**src/rtl/sps_match_controller_if.sv**
```systemverilog
// Bus between the match controller, the player input logic and the stone/paper/scissors core.
// master is the controller's view; slave is the view of the logic around it.
interface sps_match_controller_if;
  logic       match_start;
  logic       mode;
  logic       p1_valid;
  logic [1:0] p1_move_in;
  logic       p2_valid;
  logic [1:0] p2_move_in;
  logic [1:0] winner;
  logic       core_start;
  logic [1:0] core_p1_move;
  logic [1:0] core_p2_move;
  logic       core_mode;
  logic [3:0] score_p1;
  logic [3:0] score_p2;
  logic [3:0] round_cnt;
  logic       match_done;
  logic [1:0] match_winner;
  logic       busy;

  modport master (
    input  match_start, mode, p1_valid, p1_move_in, p2_valid, p2_move_in, winner,
    output core_start, core_p1_move, core_p2_move, core_mode,
           score_p1, score_p2, round_cnt, match_done, match_winner, busy
  );

  modport slave (
    output match_start, mode, p1_valid, p1_move_in, p2_valid, p2_move_in, winner,
    input  core_start, core_p1_move, core_p2_move, core_mode,
           score_p1, score_p2, round_cnt, match_done, match_winner, busy
  );
endinterface

```
**src/rtl/sps_match_controller.sv**
```systemverilog
// Best-of-N match sequencer for the stone/paper/scissors core, with an LFSR computer opponent.
// state   | meaning
// IDLE    | after reset, waiting for match_start
// COLLECT | capturing both players' moves
// FIRE    | one-cycle start pulse to the core
// WAIT    | RESULT_WAIT cycles for the core result; winner sampled on the exit edge
// SCORE   | scores updated, decide next round or end of match
// DONE    | match over, results held until match_start
module sps_match_controller #(
  parameter int unsigned WIN_TARGET  = 3,
  parameter int unsigned RESULT_WAIT = 2,
  parameter int unsigned MAX_ROUNDS  = 15,
  parameter logic [7:0]  LFSR_SEED   = 8'hA5
) (
  input logic                    i_clk,
  input logic                    i_reset,
  sps_match_controller_if.master bus
);

  typedef enum logic [2:0] {
    S_IDLE, S_COLLECT, S_FIRE, S_WAIT, S_SCORE, S_DONE
  } state_t;

  localparam logic [3:0] WinTgt   = 4'(WIN_TARGET);
  localparam logic [3:0] MaxRnd   = 4'(MAX_ROUNDS);
  localparam logic [3:0] WaitLoad = 4'(RESULT_WAIT - 1);

  state_t     r_state;
  state_t     w_state_nxt;
  logic [7:0] r_lfsr;
  logic       r_p1_got;
  logic       r_p2_got;
  logic [1:0] r_p1_move;
  logic [1:0] r_p2_move;
  logic       r_mode;
  logic [3:0] r_score_p1;
  logic [3:0] r_score_p2;
  logic [3:0] r_round_cnt;
  logic [3:0] r_wait_cnt;

  logic       w_lfsr_fb;
  logic [1:0] w_cpu_move;
  logic       w_start_ok;
  logic       w_p1_cap;
  logic       w_p2_cap;
  logic       w_wait_done;
  logic       w_match_over;
  logic       w_core_start;
  logic       w_busy;
  logic       w_match_done;
  logic [1:0] w_match_winner;

  assign w_lfsr_fb    = r_lfsr[7] ^ r_lfsr[5] ^ r_lfsr[4] ^ r_lfsr[3];
  assign w_cpu_move   = (r_lfsr[1:0] == 2'b11) ? 2'b00 : r_lfsr[1:0];
  assign w_start_ok   = bus.match_start && ((r_state == S_IDLE) || (r_state == S_DONE));
  assign w_p1_cap     = (r_state == S_COLLECT) && !r_p1_got && bus.p1_valid;
  // In computer mode P2 is always "ready", so it is taken in the first COLLECT cycle.
  assign w_p2_cap     = (r_state == S_COLLECT) && !r_p2_got && (r_mode || bus.p2_valid);
  assign w_wait_done  = (r_wait_cnt == 4'd0);
  assign w_match_over = (r_score_p1 == WinTgt) || (r_score_p2 == WinTgt) ||
                        (r_round_cnt == MaxRnd);

  always_ff @(posedge i_clk or negedge i_reset) begin
    if (!i_reset) r_state <= S_IDLE;
    else          r_state <= w_state_nxt;
  end

  always_comb begin
    w_state_nxt = r_state;
    case (r_state)
      S_IDLE, S_DONE: if (w_start_ok) w_state_nxt = S_COLLECT;
      S_COLLECT:      if ((r_p1_got || w_p1_cap) && (r_p2_got || w_p2_cap)) w_state_nxt = S_FIRE;
      S_FIRE:         w_state_nxt = S_WAIT;
      S_WAIT:         if (w_wait_done) w_state_nxt = S_SCORE;
      S_SCORE:        w_state_nxt = w_match_over ? S_DONE : S_COLLECT;
      default:        w_state_nxt = S_IDLE;
    endcase
  end

  always_comb begin
    w_core_start   = (r_state == S_FIRE);
    w_busy         = (r_state != S_IDLE) && (r_state != S_DONE);
    w_match_done   = (r_state == S_DONE);
    w_match_winner = 2'b00;
    if (r_state == S_DONE) begin
      if (r_score_p1 > r_score_p2)      w_match_winner = 2'b01;
      else if (r_score_p2 > r_score_p1) w_match_winner = 2'b10;
    end
  end

  always_ff @(posedge i_clk or negedge i_reset) begin
    if (!i_reset) begin
      r_lfsr      <= LFSR_SEED;
      r_p1_got    <= 1'b0;
      r_p2_got    <= 1'b0;
      r_p1_move   <= 2'b00;
      r_p2_move   <= 2'b00;
      r_mode      <= 1'b0;
      r_score_p1  <= 4'd0;
      r_score_p2  <= 4'd0;
      r_round_cnt <= 4'd0;
      r_wait_cnt  <= 4'd0;
    end else begin
      r_lfsr <= {r_lfsr[6:0], w_lfsr_fb};
      if (w_start_ok) begin
        r_mode      <= bus.mode;
        r_score_p1  <= 4'd0;
        r_score_p2  <= 4'd0;
        r_round_cnt <= 4'd0;
        r_p1_got    <= 1'b0;
        r_p2_got    <= 1'b0;
      end
      if (w_p1_cap) begin
        r_p1_got  <= 1'b1;
        r_p1_move <= bus.p1_move_in;
      end
      if (w_p2_cap) begin
        r_p2_got  <= 1'b1;
        r_p2_move <= r_mode ? w_cpu_move : bus.p2_move_in;
      end
      if (r_state == S_FIRE)                      r_wait_cnt <= WaitLoad;
      else if (r_state == S_WAIT && !w_wait_done) r_wait_cnt <= r_wait_cnt - 4'd1;
      // Score lands on the SCORE entry edge so SCORE can decide on the updated totals.
      if (r_state == S_WAIT && w_wait_done) begin
        r_round_cnt <= r_round_cnt + 4'd1;
        if (bus.winner == 2'b01) r_score_p1 <= r_score_p1 + 4'd1;
        if (bus.winner == 2'b10) r_score_p2 <= r_score_p2 + 4'd1;
      end
      if (r_state == S_SCORE) begin
        r_p1_got <= 1'b0;
        r_p2_got <= 1'b0;
      end
    end
  end

  assign bus.core_start   = w_core_start;
  assign bus.core_p1_move = r_p1_move;
  assign bus.core_p2_move = r_p2_move;
  assign bus.core_mode    = r_mode;
  assign bus.score_p1     = r_score_p1;
  assign bus.score_p2     = r_score_p2;
  assign bus.round_cnt    = r_round_cnt;
  assign bus.match_done   = w_match_done;
  assign bus.match_winner = w_match_winner;
  assign bus.busy         = w_busy;

endmodule

```
**src/flat_wrapper.sv**
```systemverilog
// flat-port wrapper written by rule: the top's interface ports become plain ports
module sps_match_controller_flat 
#(
  parameter int unsigned WIN_TARGET  = 3,
  parameter int unsigned RESULT_WAIT = 2,
  parameter int unsigned MAX_ROUNDS  = 15,
  parameter logic [7:0]  LFSR_SEED   = 8'hA5
)
  (i_clk, i_reset, bus_match_start, bus_mode, bus_p1_valid, bus_p1_move_in, bus_p2_valid, bus_p2_move_in, bus_winner, bus_core_start, bus_core_p1_move, bus_core_p2_move, bus_core_mode, bus_score_p1, bus_score_p2, bus_round_cnt, bus_match_done, bus_match_winner, bus_busy);
  sps_match_controller_if bus_i ();
  input logic i_clk;
  input logic i_reset;
  input wire logic [$bits(bus_i.match_start)-1:0] bus_match_start;
  input wire logic [$bits(bus_i.mode)-1:0] bus_mode;
  input wire logic [$bits(bus_i.p1_valid)-1:0] bus_p1_valid;
  input wire logic [$bits(bus_i.p1_move_in)-1:0] bus_p1_move_in;
  input wire logic [$bits(bus_i.p2_valid)-1:0] bus_p2_valid;
  input wire logic [$bits(bus_i.p2_move_in)-1:0] bus_p2_move_in;
  input wire logic [$bits(bus_i.winner)-1:0] bus_winner;
  output wire logic [$bits(bus_i.core_start)-1:0] bus_core_start;
  output wire logic [$bits(bus_i.core_p1_move)-1:0] bus_core_p1_move;
  output wire logic [$bits(bus_i.core_p2_move)-1:0] bus_core_p2_move;
  output wire logic [$bits(bus_i.core_mode)-1:0] bus_core_mode;
  output wire logic [$bits(bus_i.score_p1)-1:0] bus_score_p1;
  output wire logic [$bits(bus_i.score_p2)-1:0] bus_score_p2;
  output wire logic [$bits(bus_i.round_cnt)-1:0] bus_round_cnt;
  output wire logic [$bits(bus_i.match_done)-1:0] bus_match_done;
  output wire logic [$bits(bus_i.match_winner)-1:0] bus_match_winner;
  output wire logic [$bits(bus_i.busy)-1:0] bus_busy;
  assign bus_i.match_start = bus_match_start;
  assign bus_i.mode = bus_mode;
  assign bus_i.p1_valid = bus_p1_valid;
  assign bus_i.p1_move_in = bus_p1_move_in;
  assign bus_i.p2_valid = bus_p2_valid;
  assign bus_i.p2_move_in = bus_p2_move_in;
  assign bus_i.winner = bus_winner;
  assign bus_core_start = bus_i.core_start;
  assign bus_core_p1_move = bus_i.core_p1_move;
  assign bus_core_p2_move = bus_i.core_p2_move;
  assign bus_core_mode = bus_i.core_mode;
  assign bus_score_p1 = bus_i.score_p1;
  assign bus_score_p2 = bus_i.score_p2;
  assign bus_round_cnt = bus_i.round_cnt;
  assign bus_match_done = bus_i.match_done;
  assign bus_match_winner = bus_i.match_winner;
  assign bus_busy = bus_i.busy;
  sps_match_controller #(.WIN_TARGET(WIN_TARGET), .RESULT_WAIT(RESULT_WAIT), .MAX_ROUNDS(MAX_ROUNDS), .LFSR_SEED(LFSR_SEED)) u_core (.i_clk(i_clk), .i_reset(i_reset), .bus(bus_i));
endmodule
```
**config.mk**
```make
export PLATFORM = sky130hd
export DESIGN_NAME = sps_match_controller_flat
export DESIGN_NICKNAME = d
export VERILOG_FILES = /design/src/rtl/sps_match_controller_if.sv /design/src/rtl/sps_match_controller.sv /design/src/flat_wrapper.sv
export SDC_FILE = /design/constraint.sdc
export NUM_CORES = 1
export LEC_CHECK = 0
export BUFFER_PORTS_ARGS = -buffer_cell sky130_fd_sc_hd__buf_2
export CAP_MARGIN = 10
export CORE_UTILIZATION = 45
export CTS_CLUSTER_DIAMETER = 100
export DETAILED_ROUTE_END_ITERATION = 10
export PLACE_DENSITY = 0.76
export SLEW_MARGIN = 0
export SYNTH_ARGS = -nofsm -noshare
export SYNTH_HDL_FRONTEND = slang
export SYNTH_SLANG_ARGS = --single-unit
```
**constraint.sdc**
```tcl
create_clock -name i_clk -period 2.02 [get_ports i_clk]
set_input_delay 0 -clock i_clk [delete_from_list [all_inputs] [get_ports i_clk]]
set_output_delay 0 -clock i_clk [all_outputs]
set_load 0.05 [all_outputs]
```
==> reports/results.txt <==
RSZ-0062 raised after global routing: no
TritonCTS Buffers: 5
Post-Synthesis Cells: 171
Status: completed
Number of synthesized flops with an enable pin: 0
Leading cell type in the layout, fill and taps excluded: buf_2
Post-CTS sizing: 0
DR vias/cell: 5.36
Rel. slew slack: 0.510
Die area: 4180 um^2
Initial antenna violation count: 0
Final Setup Violations: 0
Area Growth Syn to Fin: 22.3%
GRT Overall Usage: 0.197
Setup ws final: 0.171 ns
Max-slew violations: 0
DP Worst Slack: 0.185 ns
Grt total ovfl: 0
Drt wl/cell: 13.5 um
CTS root buffer: clkbuf_8
CTS tree: yes
Max cap viols: 0
Rows: 22
Fillcell total: 339
Routability cong.: 0.767
Syn Area/Cell: 10.3 um^2
DRT antenna net count: 0
Initial Util: 0.475
Critical Path Start Type: flop
Setup TNS: 0 ns
PwrDens: 1480 nW/um^2
Register area: 856 um^2
Leakage: 0.00109 uW
First-pass GRT wire length: 6140 um
Register area share after synthesis: 0.485
Worst EP arrival: 2.03 ns
Total wire length: 3570 um
Maximum vdd drop: 0.695 mV
Maximum operating frequency: 0.541 GHz
Largest net degree at the start of global routing: 35
Postcts setup bufs: 0
Most used DFF post-synth: dfrtp_1
CP Capture Type: flop
Hold WC Path Type: input port to flop
Synth async-reset ratio: 1.00
Critical Path RT: 2.20 ns
Die extent in x: 64.6 um
DP Wirelength: 2530 um
Post-route DRC: 0
Fin Clk Skew: 0.00524 ns
Core ar.: 3720 um^2
Crit path max fanout: 5
Drt first pass iters: 4
Clk slew on worst S/H paths: 0.07 ns
Via count: 1,420
Worst Max-Slew Pin Slew: 0.734 ns
Ratio of cells with drive above 1 in the final layout: 0.286
H-tree levels: 2
Ys Warns: 0
Longest Clk Path Bufs: 2
Crit Path Class: flop to flop
Hold Fails Final Rpt: 0
Most frequent cells in the layout: buf_2, dfrtp_1, nand2_1
Hold Buf Count CTS: 6
Vias in the first global route: 1,367
Yosys cell types: 47
Ports: 34
Yosys reg bits: 34
Minimum clock period: 1.85 ns
Syn nets: 191
Detailed Route Iter0 Violations: 62
Diode count: 0
Multi-input gate area: 840 um^2
Worst skew pair latency: 0.29 ns
Clock Sinks: 34
Final net count: 236
Post-Syn Area: 1760 um^2
Period utilisation layout: 0.916
Chip height: 64.6 um
Number of port buffers: 33
power by group:
part           switching [uW]  internal [uW]  total [uW]
clock network             245            344         589
logic                     952            548        1500
registers                 245            865        1110
total                    1440           1760        3200
worst paths after layout:
check / from / endpoint / slack (ns) / cells past startpoint
worst min-delay path: bus_match_start / u_core.r_state[2]$_DFFE_PN0P_ / 0.11 / 4
worst min register to register: u_core.r_lfsr[6]$_DFF_PN0_ / u_core.r_lfsr[7]$_DFF_PN1_ / 0.36 / 0
max in group asynchronous: i_reset / u_core.r_wait_cnt[2]$_DFFE_PN0P_ / 1.25 / 2
worst max register to register: u_core.r_wait_cnt[0]$_DFFE_PN0P_ / u_core.bus.score_p1[0]$_DFF_PN0_ / 0.17 / 6
worst max-delay path: u_core.r_wait_cnt[0]$_DFFE_PN0P_ / u_core.bus.score_p1[0]$_DFF_PN0_ / 0.17 / 6
min in group asynchronous: i_reset / u_core.bus.round_cnt[3]$_DFFE_PN0P_ / 0.30 / 2
state kept, by name (all words and copies together) (netlist names), 2 cells and up:
signal,flops
u_core.r_lfsr,8
u_core.bus.score_p2,4
u_core.r_wait_cnt,4
u_core.bus.core_p2_move,2
u_core.r_state,3
u_core.bus.score_p1,4
u_core.bus.round_cnt,4
u_core.bus.core_p1_move,2
routing by layer:
metal	up-vias	global-route usage	wire length [um]
met5	-	0	0
met4	0	0.100	72
met3	7	0.0493	129
met2	22	0.312	1690
met1	691	0.249	1690
li1	700	-	-
worst max-delay path, stage by stage (launching register included):
cell and delay [ns]:
dfrtp_1 0.42, inv_1 0.07, ha_1 0.20, or3b_4 0.42, nor4_4 0.28, nor2_2 0.10, mux2_4 0.26
stage by stage:
stage          cells   util  hold slack [ns]  total power [uW]  area, um^2
2_1_floorplan    171      -           -0.296              2250        1760
3_3_place_gp     251  0.535           0.0971              2570        1990
3_5_place_dp     251  0.535            0.103              2610        1990
4_1_cts          265  0.581            0.103              3210        2160
5_1_grt          265  0.581            0.143              3430        2160
6_report         265  0.581            0.108              3200        2160
Yosys cell counts (all sizes together) (2+ instances only):
cell | n | area [um^2]
and3 | 4 | 25.0
mux2 | 7 | 82.6
nand3 | 5 | 25.0
nand3b | 5 | 37.5
nand4 | 2 | 12.5
nor3b | 2 | 20.0
xnor2 | 3 | 26.3
o21ai | 15 | 75.1
a21o | 3 | 22.5
a22o | 4 | 35.0
nor2 | 10 | 40.0
ha | 8 | 100
nand2 | 15 | 56.3
buf | 2 | 12.5
dfstp | 4 | 105
nor3 | 2 | 10.0
o31ai | 2 | 15.0
nand2b | 6 | 37.5
dfrtp | 30 | 751
inv | 14 | 52.6
a21oi | 7 | 35.0
final cells by class:
cell class	instances	share of cell area
clock buffer	8	0.0510
inverter	14	0.0243
multi-input combinational	120	0.389
sequential	34	0.397
tap	48	0.0278
timing repair buffer	41	0.111
kinds of logic after synthesis:
group | Yosys count | synth area share
and+or+nand+nor | 61 | 0.207
muxes | 7 | 0.0468
buffers and inverters | 17 | 0.0390
DFF | 34 | 0.485
adders and majority gates | 8 | 0.0567
AOI/OAI and AO/OA | 40 | 0.145
xor gates and xnor gates | 4 | 0.0199
Note: power is estimated with default switching activity, not from simulation.
